===== config.mk =====
export PLATFORM = sky130hd
export DESIGN_NAME = hazard_ctrl
export DESIGN_NICKNAME = d
export VERILOG_FILES = /design/src/rtl/hazard_ctrl.sv
export SDC_FILE = /design/constraint.sdc
export NUM_CORES = 1
export LEC_CHECK = 0
export ABC_AREA = 1
export BUFFER_PORTS_ARGS = -buffer_cell sky130_fd_sc_hd__buf_2
export CAP_MARGIN = 20
export CORE_AREA = 2 2 72 74
export CTS_CLUSTER_SIZE = 16
export DETAILED_ROUTE_END_ITERATION = 16
export DIE_AREA = 0 0 74 76
export GPL_ROUTABILITY_DRIVEN = 0
export PLACE_DENSITY = 0.81
export SLEW_MARGIN = 20
export SYNTH_ARGS = -nofsm -noshare
export SYNTH_HDL_FRONTEND = slang
export SYNTH_SLANG_ARGS = --single-unit

===== constraint.sdc =====
create_clock -name clk -period 1.3 [get_ports clk]
set_input_delay 0.26 -clock clk [delete_from_list [all_inputs] [get_ports clk]]
set_output_delay 0.26 -clock clk [all_outputs]
set_load 0.02 [all_outputs]

===== src/rtl/hazard_ctrl.sv =====
// -----------------------------------------------------------------------------
// hazard_ctrl
//
// Purpose
//   Pipeline hazard controller for a five-stage in-order core. It arbitrates
//   between three kinds of pipeline disturbance and produces the load/flush
//   controls for the PC and the four pipeline registers:
//     * freeze   : an instruction or data memory access is outstanding, so the
//                  whole pipeline holds (highest priority)
//     * flush    : a branch/jump resolved in EX was mispredicted, so IF/ID and
//                  ID/EX are replaced with NOP bubbles
//     * bubble   : load-use hazard; IF/ID and PC hold for one cycle and a NOP
//                  bubble is inserted into ID/EX
//     * normal   : everything advances
//   The load/flush outputs are combinational from the state registers and the
//   current inputs, so the pipeline sees the decision in the same cycle.
//
// Configuration
//   HAZARD_PERF_CNT_EN : when defined, 32-bit wrapping performance counters
//                        count freeze, bubble and flush cycles. When undefined,
//                        no counter flops exist and the counter outputs are 0.
//
// Parameters
//   TIMEOUT : consecutive freeze cycles after which stall_timeout is raised.
//
// Ports
//   clk, rst                  clock; synchronous active-high reset
//   id_rs1, id_rs2            source register indices of the IF/ID instruction
//   id_uses_rs1, id_uses_rs2  IF/ID instruction really reads that source
//   ex_rd, ex_is_load         destination / load flag of the ID/EX instruction
//   ex_br_mispredict          branch resolved in EX disagrees with prediction
//   imem_req, imem_resp       instruction memory request / response
//   dmem_req, dmem_resp       data memory request / response
//   pc_load .. mem_wb_load    load enables for PC and pipeline registers
//   if_id_flush, id_ex_flush  load a NOP bubble instead of the normal value
//   stall_timeout             sticky flag: memory stalled for TIMEOUT cycles
//   fsm_state                 debug view of the FSM (0 = RUN, 1 = FREEZE)
//   freeze_cnt, bubble_cnt,
//   flush_cnt                 performance counters
//
// Handshake note
//   A memory access is considered outstanding while its req is high and its
//   resp is low; the cycle in which resp is seen is already an unfrozen cycle.
// -----------------------------------------------------------------------------
module hazard_ctrl #(
  parameter int TIMEOUT = 1024
) (
  input  logic        clk,
  input  logic        rst,
  input  logic [4:0]  id_rs1,
  input  logic [4:0]  id_rs2,
  input  logic        id_uses_rs1,
  input  logic        id_uses_rs2,
  input  logic [4:0]  ex_rd,
  input  logic        ex_is_load,
  input  logic        ex_br_mispredict,
  input  logic        imem_req,
  input  logic        imem_resp,
  input  logic        dmem_req,
  input  logic        dmem_resp,
  output logic        pc_load,
  output logic        if_id_load,
  output logic        id_ex_load,
  output logic        ex_mem_load,
  output logic        mem_wb_load,
  output logic        if_id_flush,
  output logic        id_ex_flush,
  output logic        stall_timeout,
  output logic        fsm_state,
  output logic [31:0] freeze_cnt,
  output logic [31:0] bubble_cnt,
  output logic [31:0] flush_cnt
);

  // Wide enough to hold the value TIMEOUT itself (the saturation point).
  localparam int WW = (TIMEOUT < 1) ? 1 : $clog2(TIMEOUT + 1);
  localparam logic [WW-1:0] TIMEOUT_W = WW'(TIMEOUT);

  typedef enum logic {
    RUN    = 1'b0,
    FREEZE = 1'b1
  } state_t;

  state_t         state;
  logic           flush_pend;
  logic [WW-1:0]  wait_ctr;
  logic [WW-1:0]  wait_next;

  logic mem_busy;
  logic load_use;
  logic pend_eff;
  logic do_freeze;
  logic do_flush;
  logic do_bubble;

  // ---------------------------------------------------------------------------
  // Hazard detection
  // ---------------------------------------------------------------------------
  assign mem_busy = (imem_req & ~imem_resp) | (dmem_req & ~dmem_resp);

  // x0 is hard-wired zero, so a load targeting it never creates a dependency.
  assign load_use = ex_is_load & (ex_rd != 5'd0) &
                    ((id_uses_rs1 & (id_rs1 == ex_rd)) |
                     (id_uses_rs2 & (id_rs2 == ex_rd)));

  // While rst is high the outputs must behave as if flush_pend already held
  // its reset value, so mask the register rather than wait for the edge.
  assign pend_eff = flush_pend & ~rst;

  assign do_freeze = mem_busy;
  assign do_flush  = ~mem_busy & (ex_br_mispredict | pend_eff);
  // A flush kills the dependent instruction anyway, so load-use is ignored.
  assign do_bubble = ~mem_busy & ~do_flush & load_use;

  // ---------------------------------------------------------------------------
  // Load / flush outputs: freeze > flush > bubble > normal
  // ---------------------------------------------------------------------------
  always_comb begin
    pc_load     = 1'b1;
    if_id_load  = 1'b1;
    id_ex_load  = 1'b1;
    ex_mem_load = 1'b1;
    mem_wb_load = 1'b1;
    if_id_flush = 1'b0;
    id_ex_flush = 1'b0;
    if (do_freeze) begin
      pc_load     = 1'b0;
      if_id_load  = 1'b0;
      id_ex_load  = 1'b0;
      ex_mem_load = 1'b0;
      mem_wb_load = 1'b0;
    end else if (do_flush) begin
      if_id_flush = 1'b1;
      id_ex_flush = 1'b1;
    end else if (do_bubble) begin
      // Hold the dependent instruction in IF/ID for one cycle while the load
      // moves on to MEM; ID/EX receives a NOP. The next cycle the load is in
      // EX/MEM, so load_use drops by itself and the stall lasts one cycle.
      pc_load     = 1'b0;
      if_id_load  = 1'b0;
      id_ex_flush = 1'b1;
    end
  end

  // ---------------------------------------------------------------------------
  // Stall watchdog: counts the cycles the pipeline is held by memory, which
  // includes the first busy cycle seen while the FSM is still in RUN. Clears
  // as soon as memory is no longer busy and saturates at TIMEOUT.
  // ---------------------------------------------------------------------------
  always_comb begin
    wait_next = '0;
    if (mem_busy) begin
      if (wait_ctr == TIMEOUT_W) begin
        wait_next = wait_ctr;
      end else begin
        wait_next = wait_ctr + 1'b1;
      end
    end
  end

  // ---------------------------------------------------------------------------
  // FSM and control state
  // ---------------------------------------------------------------------------
  always_ff @(posedge clk) begin
    if (rst) begin
      state         <= RUN;
      flush_pend    <= 1'b0;
      wait_ctr      <= '0;
      stall_timeout <= 1'b0;
    end else begin
      case (state)
        RUN:    if (mem_busy)  state <= FREEZE;
        FREEZE: if (!mem_busy) state <= RUN;
      endcase

      // A mispredict seen while frozen is remembered until the first unfrozen
      // cycle. In an unfrozen cycle any pending flush is applied, so the
      // register always clears there; this keeps it from firing twice.
      flush_pend <= mem_busy & (flush_pend | ex_br_mispredict);

      wait_ctr <= wait_next;
      if (wait_next == TIMEOUT_W) begin
        stall_timeout <= 1'b1;
      end
    end
  end

  assign fsm_state = (state == FREEZE);

  // ---------------------------------------------------------------------------
  // Performance counters
  // ---------------------------------------------------------------------------
`ifdef HAZARD_PERF_CNT_EN
  logic [31:0] freeze_q;
  logic [31:0] bubble_q;
  logic [31:0] flush_q;

  // Natural 32-bit wrap-around on overflow.
  always_ff @(posedge clk) begin
    if (rst) begin
      freeze_q <= '0;
      bubble_q <= '0;
      flush_q  <= '0;
    end else begin
      if (do_freeze) freeze_q <= freeze_q + 32'd1;
      if (do_bubble) bubble_q <= bubble_q + 32'd1;
      if (do_flush)  flush_q  <= flush_q + 32'd1;
    end
  end

  assign freeze_cnt = freeze_q;
  assign bubble_cnt = bubble_q;
  assign flush_cnt  = flush_q;
`else
  assign freeze_cnt = 32'd0;
  assign bubble_cnt = 32'd0;
  assign flush_cnt  = 32'd0;
`endif

endmodule


==> impl_metrics.csv, run 1 <==
group,metric,value,unit
worst_setup_path,arrival,1320,ps
outcome,violations,"setup timing",
floorplanning,die_area,5620,um2
routing,wire_per_inst,8.89,um
yosys,yosys-top-cells-area,"buf_4, dfxtp_1, nand2_1",
timing,drv_slew,0,
timing,min_period,1580,ps
global_route,antenna_found_initial,0,
yosys,yosysTopAreaCellShare,43.3,%
yosys,ys_seq_area_share,16.1,%
routing,routed_wl,3350,um
timing,setup_slack,-278,ps
yosys,syn-cell-area,1740,um2
yosys,synthesis.area_per_instance,6.81,um2
global_route,grt-ovfl-total,0,
timing,rsz0062_at_grt,"yes",
worst_setup_path,cp.required,1040,ps
floorplanning,coreArea,4910,um2
cells_and_area,ff_latch_area,297,um2
cells_and_area,fin_util,41.2,%
cells_and_area,drive_above_1_share,34.2,%
routing,antenna_left,0,
routing,vias_per_cell,3.79,
floorplanning,num_rows,26,
global_route,grt_pass1_vias,1122,
clocking,holdBufCountCts,0,
clocking,htree_levels,1,
timing,fmax,634,MHz
worst_setup_path,path_max_fanout,2,
worst_setup_path,critPathCaptureType,"output pin",
global_route,grt_max_degree,15,
yosys,ys_types,28,
placement,io_buffers,33,
timing,finClkSkew,1.85,ps
cells_and_area,fill_cells,479,
cells_and_area,layout.nets,335,
floorplanning,io_pins,130,
pwr,p_per_area,699,nW/um2
placement,hpwl,2540,um
outcome,status,"complete, but fails checks",
routing,dr.pass1.iters,4,
global_route,grtUsageTotal,10.6,%
yosys,syn_inst,255,
cells_and_area,diodes,0,
routing,vias,1428,
yosys,yosys_warnings,0,
clocking,clockBufferDepth,2,
floorplanning,die_w,74,um
timing,fin_crit_sh,121,%
global_route,grt_pass1_wl,4670,um
worst_setup_path,r2r_slack,-160,ps
routing,drtIter0Drc,22,
clocking,cts-root-buf,"clkbuf_8",
clocking,numCtsBuffers,3,
cells_and_area,area.growth.synth_to_final,16.5,%
timing,setup_viol,6,
worst_setup_path,setup.worst_path.class,"register to output pin",
timing,hold_viol,0,
clocking,cts_tree,"done",
floorplanning,die_h,76,um
routing,drc,0,
yosys,ys_ff_latch,14,
clocking,cts_num_sinks,14,
clocking,clk_pin_slew,60,ps
pwr,cellLeakagePower,0.00106,uW
clocking,clock_latency,250,ps
hold_path,worst_hold_path_type,"primary input to register",
yosys,synth_top_area_cell,"buf_4",
cells_and_area,multi_input_area,1130,um2
worst_setup_path,worst_setup_path_start_kind,"register",
timing,whs,237,ps
run,drv_cap,0,
floorplanning,start_util,35.3,%
pwr,vdd_drop_max,0.000481,V
==> flip-flops by register name, summed over array words and instances, names as in the netlist <==
name,count
stall_timeout,1
wait_ctr,11
fsm_state,1
flush_pend,1
==> cells in the mapped netlist (all sizes together) <==
cell and count:
o21bai 1, clkbuf 1, inv 20, a21oi 3, nand3b 1, a211oi 1, o22ai 3, xnor2 6
buf 101, ha 2, a31oi 1, o21ai 3, o21a 1, nand2 38, nor2 29, conb 1
nand4 3, nand3 20, nor3 3, dfxtp 14, xor2 1, or2 2
==> report_power, final <==
| part | internal [uW] | switching, uW |
|---|---|---|
| clock | 269 | 157 |
| sequential | 435 | 7.75 |
| combinational | 141 | 405 |
| total | 844 | 569 |
==> final cells by class <==
cell class | count | area share (%)
multi-input combinational | 214 | 55.7
timing repair buffer | 55 | 18.5
sequential | 14 | 14.7
tap | 70 | 4.33
inverter | 20 | 4.08
clock buffer | 4 | 2.72
==> kinds of logic (layout without fill, tap and decap cells) <==
group,count (synthesis),after routing,synth area share (%)
buffers and inverters,122,79,48.1
AND/OR/NAND/NOR,96,96,25.5
flip-flops,14,14,16.2
AO/OA/AOI/OAI,13,13,5.05
XOR/XNOR,7,7,3.53
adder cells (fa/ha/maj),2,2,1.44
other,1,96,0.216
==> path summary, 6_finish.rpt <==
kind	depth (start not counted)	endpoint	startpoint
worst max register to register	12	stall_timeout	wait_ctr[0]
worst min register to register	2	stall_timeout	stall_timeout
worst max-delay path	8	id_ex_flush	flush_pend
worst min-delay path	2	flush_pend	ex_br_mispredict
==> timing repair <==
item,4_1_cts,5_1_grt
resized for setup,21,30
setup endpoints to repair,7,14
buffers inserted,2,2
pin swaps,6,18
==> critical path, stage by stage, from the launching register on <==
cell	delay [ps]
dfxtp_2	320
inv_2	50
o21ai_2	50
inv_2	80
nand3_4	80
a31oi_4	200
nand2_2	100
o21ai_4	70
buf_6	130
==> placed cells by master (no fill, tap or decap), drive strengths merged, types with 4 or more instances in the layout <==
master / n
clkbuf: 4
buf: 55
nor2: 29
inv: 20
conb: 96
nand3: 20
dfxtp: 14
nand2: 38
xnor2: 6
==> per-layer routing <==
metal,GRT usage (%),wire length (um),up-vias
li1,-,-,702
met1,10.4,1110,632
met2,20.3,1870,90
met3,1.59,295,4
met4,6.00,72,0
met5,0,0,-
==> through the flow <==
step	power (uW)	instances	setup slack, ps	area, um2	setup TNS [ps]
after floorplan	1060	350	-99.3	2150	-101
after global placement	930	370	-242	1780	-717
final	1410	377	-278	2020	-1100
after CTS	1390	376	-296	1910	-1110
after detailed placement	936	370	-285	1780	-834
after global routing	1470	377	-337	2020	-1570
No activity file was read; power rests on OpenSTA's default activity.
==> run 2: changes to the inputs <==
- CELL_PAD_IN_SITES_DETAIL_PLACEMENT: not set -> 0
- CELL_PAD_IN_SITES_GLOBAL_PLACEMENT: not set -> 1
- CORE_AREA: 2 2 72 74 -> 2 2 89 91
- DIE_AREA: 0 0 74 76 -> 0 0 91 93
==> impl_metrics.csv, run 2 (synthesized netlist as in run 1, its figures left out) <==
group,metric,value,unit
routing,dr.pass1.iters,4,
routing,wire_per_inst,7.77,um
floorplanning,io_pins,130,
worst_setup_path,r2r_slack,-100,ps
worst_setup_path,crit_slowest_cell,"dfxtp_2",
pwr,cellLeakagePower,0.00107,uW
placement,place_area,1850,um2
timing,fmax,645,MHz
timing,fin_crit_sh,119,%
worst_setup_path,setup.worst_path.class,"register to output pin",
floorplanning,start_util,23.1,%
timing,drv_slew,0,
pwr,vdd_drop_max,0.000422,V
clocking,holdBufCountCts,0,
cells_and_area,fill_cells,833,
global_route,antenna_found_initial,0,
placement,io_buffers,33,
timing,hold_viol,0,
hold_path,hold_depth,2,
worst_setup_path,path_common_cell,"inv_2",
cells_and_area,layout_common_cells,"conb_1, nand2_1, buf_2, nor2_1, buf_4",
timing,setup_viol,6,
worst_setup_path,worstReg2RegEnd,"stall_timeout",
worst_setup_path,cp.required,1040,ps
global_route,grt_pass1_wl,4700,um
timing,min_period,1550,ps
cells_and_area,ff_latch_area,302,um2
floorplanning,coreArea,7530,um2
cells_and_area,multi_input_area,1140,um2
global_route,grtUsageTotal,6.73,%
global_route,grt_pass1_vias,1144,
worst_setup_path,slowest_delay,320,ps
routing,routed_wl,3190,um
cells_and_area,regMostFlops,"wait_ctr",
timing,setup_slack,-250,ps
clocking,clockBufferDepth,2,
worst_setup_path,arrival,1290,ps
cells_and_area,area.growth.synth_to_final,20.7,%
hold_path,holdPathEnd,"flush_pend",
worst_setup_path,r2r_start,"wait_ctr[1]",
cells_and_area,diodes,0,
worst_setup_path,rr_worst_depth,9,
routing,drtIter0Drc,25,
outcome,status,"complete, but fails checks",
clocking,cts_tree,"done",
cells_and_area,largest_reg_flops,11,
clocking,numCtsBuffers,3,
worst_setup_path,cp_cell_sequence,"inv_2, o21ai_2, inv_2, nand3_2, a31oi_4, nand2_2, o21ai_4, buf_6",
routing,vias_per_cell,3.40,
timing,finalSetupTns,-933,ps
hold_path,worstHoldStart,"ex_br_mispredict",
cells_and_area,final_area,2090,um2
timing,finClkSkew,2.94,ps
cells_and_area,drive_above_1_share,36.6,%
routing,drc,0,
clocking,htree_levels,1,
worst_setup_path,critPathCaptureType,"output pin",
clocking,cts_num_sinks,14,
clocking,clk_pin_slew,50,ps
floorplanning,die_h,93,um
timing,rsz0062_at_grt,"yes",
clocking,clock_latency,240,ps
floorplanning,num_rows,32,
hold_path,worst_hold_path_type,"primary input to register",
global_route,grt_max_degree,15,
outcome,violations,"setup timing",
worst_setup_path,crit_path_start,"flush_pend",
floorplanning,die_w,91,um
global_route,grt-ovfl-total,0,
run,drv_cap,0,
routing,antenna_left,0,
placement,hpwl,2560,um
worst_setup_path,worst_setup_path_start_kind,"register",
cells_and_area,layout.nets,338,
pwr,p_per_area,637,nW/um2
clocking,cts-root-buf,"clkbuf_8",
floorplanning,die_area,8460,um2
routing,vias,1398,
worst_setup_path,path_max_fanout,2,
cells_and_area,final_common_cell,"conb_1",
## run 2: changes by cell type in the layout (fill, tap and decap cells not counted), moves of 2 or more
cell | before | now
nor2_1 | 23 | 21
dfxtp_2 | 7 | 5
buf_4 | 17 | 19
dfxtp_4 | 2 | 4
nand3_2 | 6 | 9
nand3_1 | 12 | 10
## run 2: layer usage
metal | part of all wire [%] | track usage [%]
met1 | 38 | 7.29
met2 | 53 | 12.8
met3 | 7.6 | 0.403
met4 | 1.9 | 4.17
met5 | 0 | 0
## run 2: what timing repair did
action,in CTS,in global routing
pin swaps,10,22
resized for setup,28,33
setup endpoints to repair,7,11
setup buffers,2,3
## run 2: area by class of cell
cell class	instances	share of cell area (%)
timing repair buffer	58	19.1
tap	102	6.09
clock buffer	3	1.97
multi-input combinational	214	54.5
inverter	20	3.94
sequential	14	14.4
## run 2: how the worst max path moves through the flow
stage               cells after the start  slack (ps)          end
floorplan                               8        -100      pc_load
finish                                  8        -250  id_ex_flush
global placement                        9        -250  id_ex_flush
CTS                                     8        -280  id_ex_flush
detailed placement                      9        -270  id_ex_flush
global route                            8        -340  id_ex_flush
## run 2: per-stage QoR
step	util, %	setup slack (ps)	hold WS (ps)	total power (uW)	cells
finish	27.8	-250	239	1330	411
global route	27.8	-340	265	1400	411
CTS	26.5	-277	238	1330	410
detailed placement	24.5	-266	448	934	405
global placement	24.5	-248	448	932	405
floorplan	-	-99.3	322	1060	350
## run 2: worst max-delay path, delay by kind of cell (launching register included)
kind / cells / cell delay (ps)
buffers and inverters: 3 / 230
and+or+nand+nor: 2 / 190
AOI/OAI and AO/OA: 3 / 310
DFF: 1 / 320
## run 2: report_power, final
part	leakage, uW	internal (uW)	switching, uW	total [uW]
Sequential	0.000119	431	8.00	439
Clock	0.0000216	205	149	354
Combinational	0.000930	142	399	541
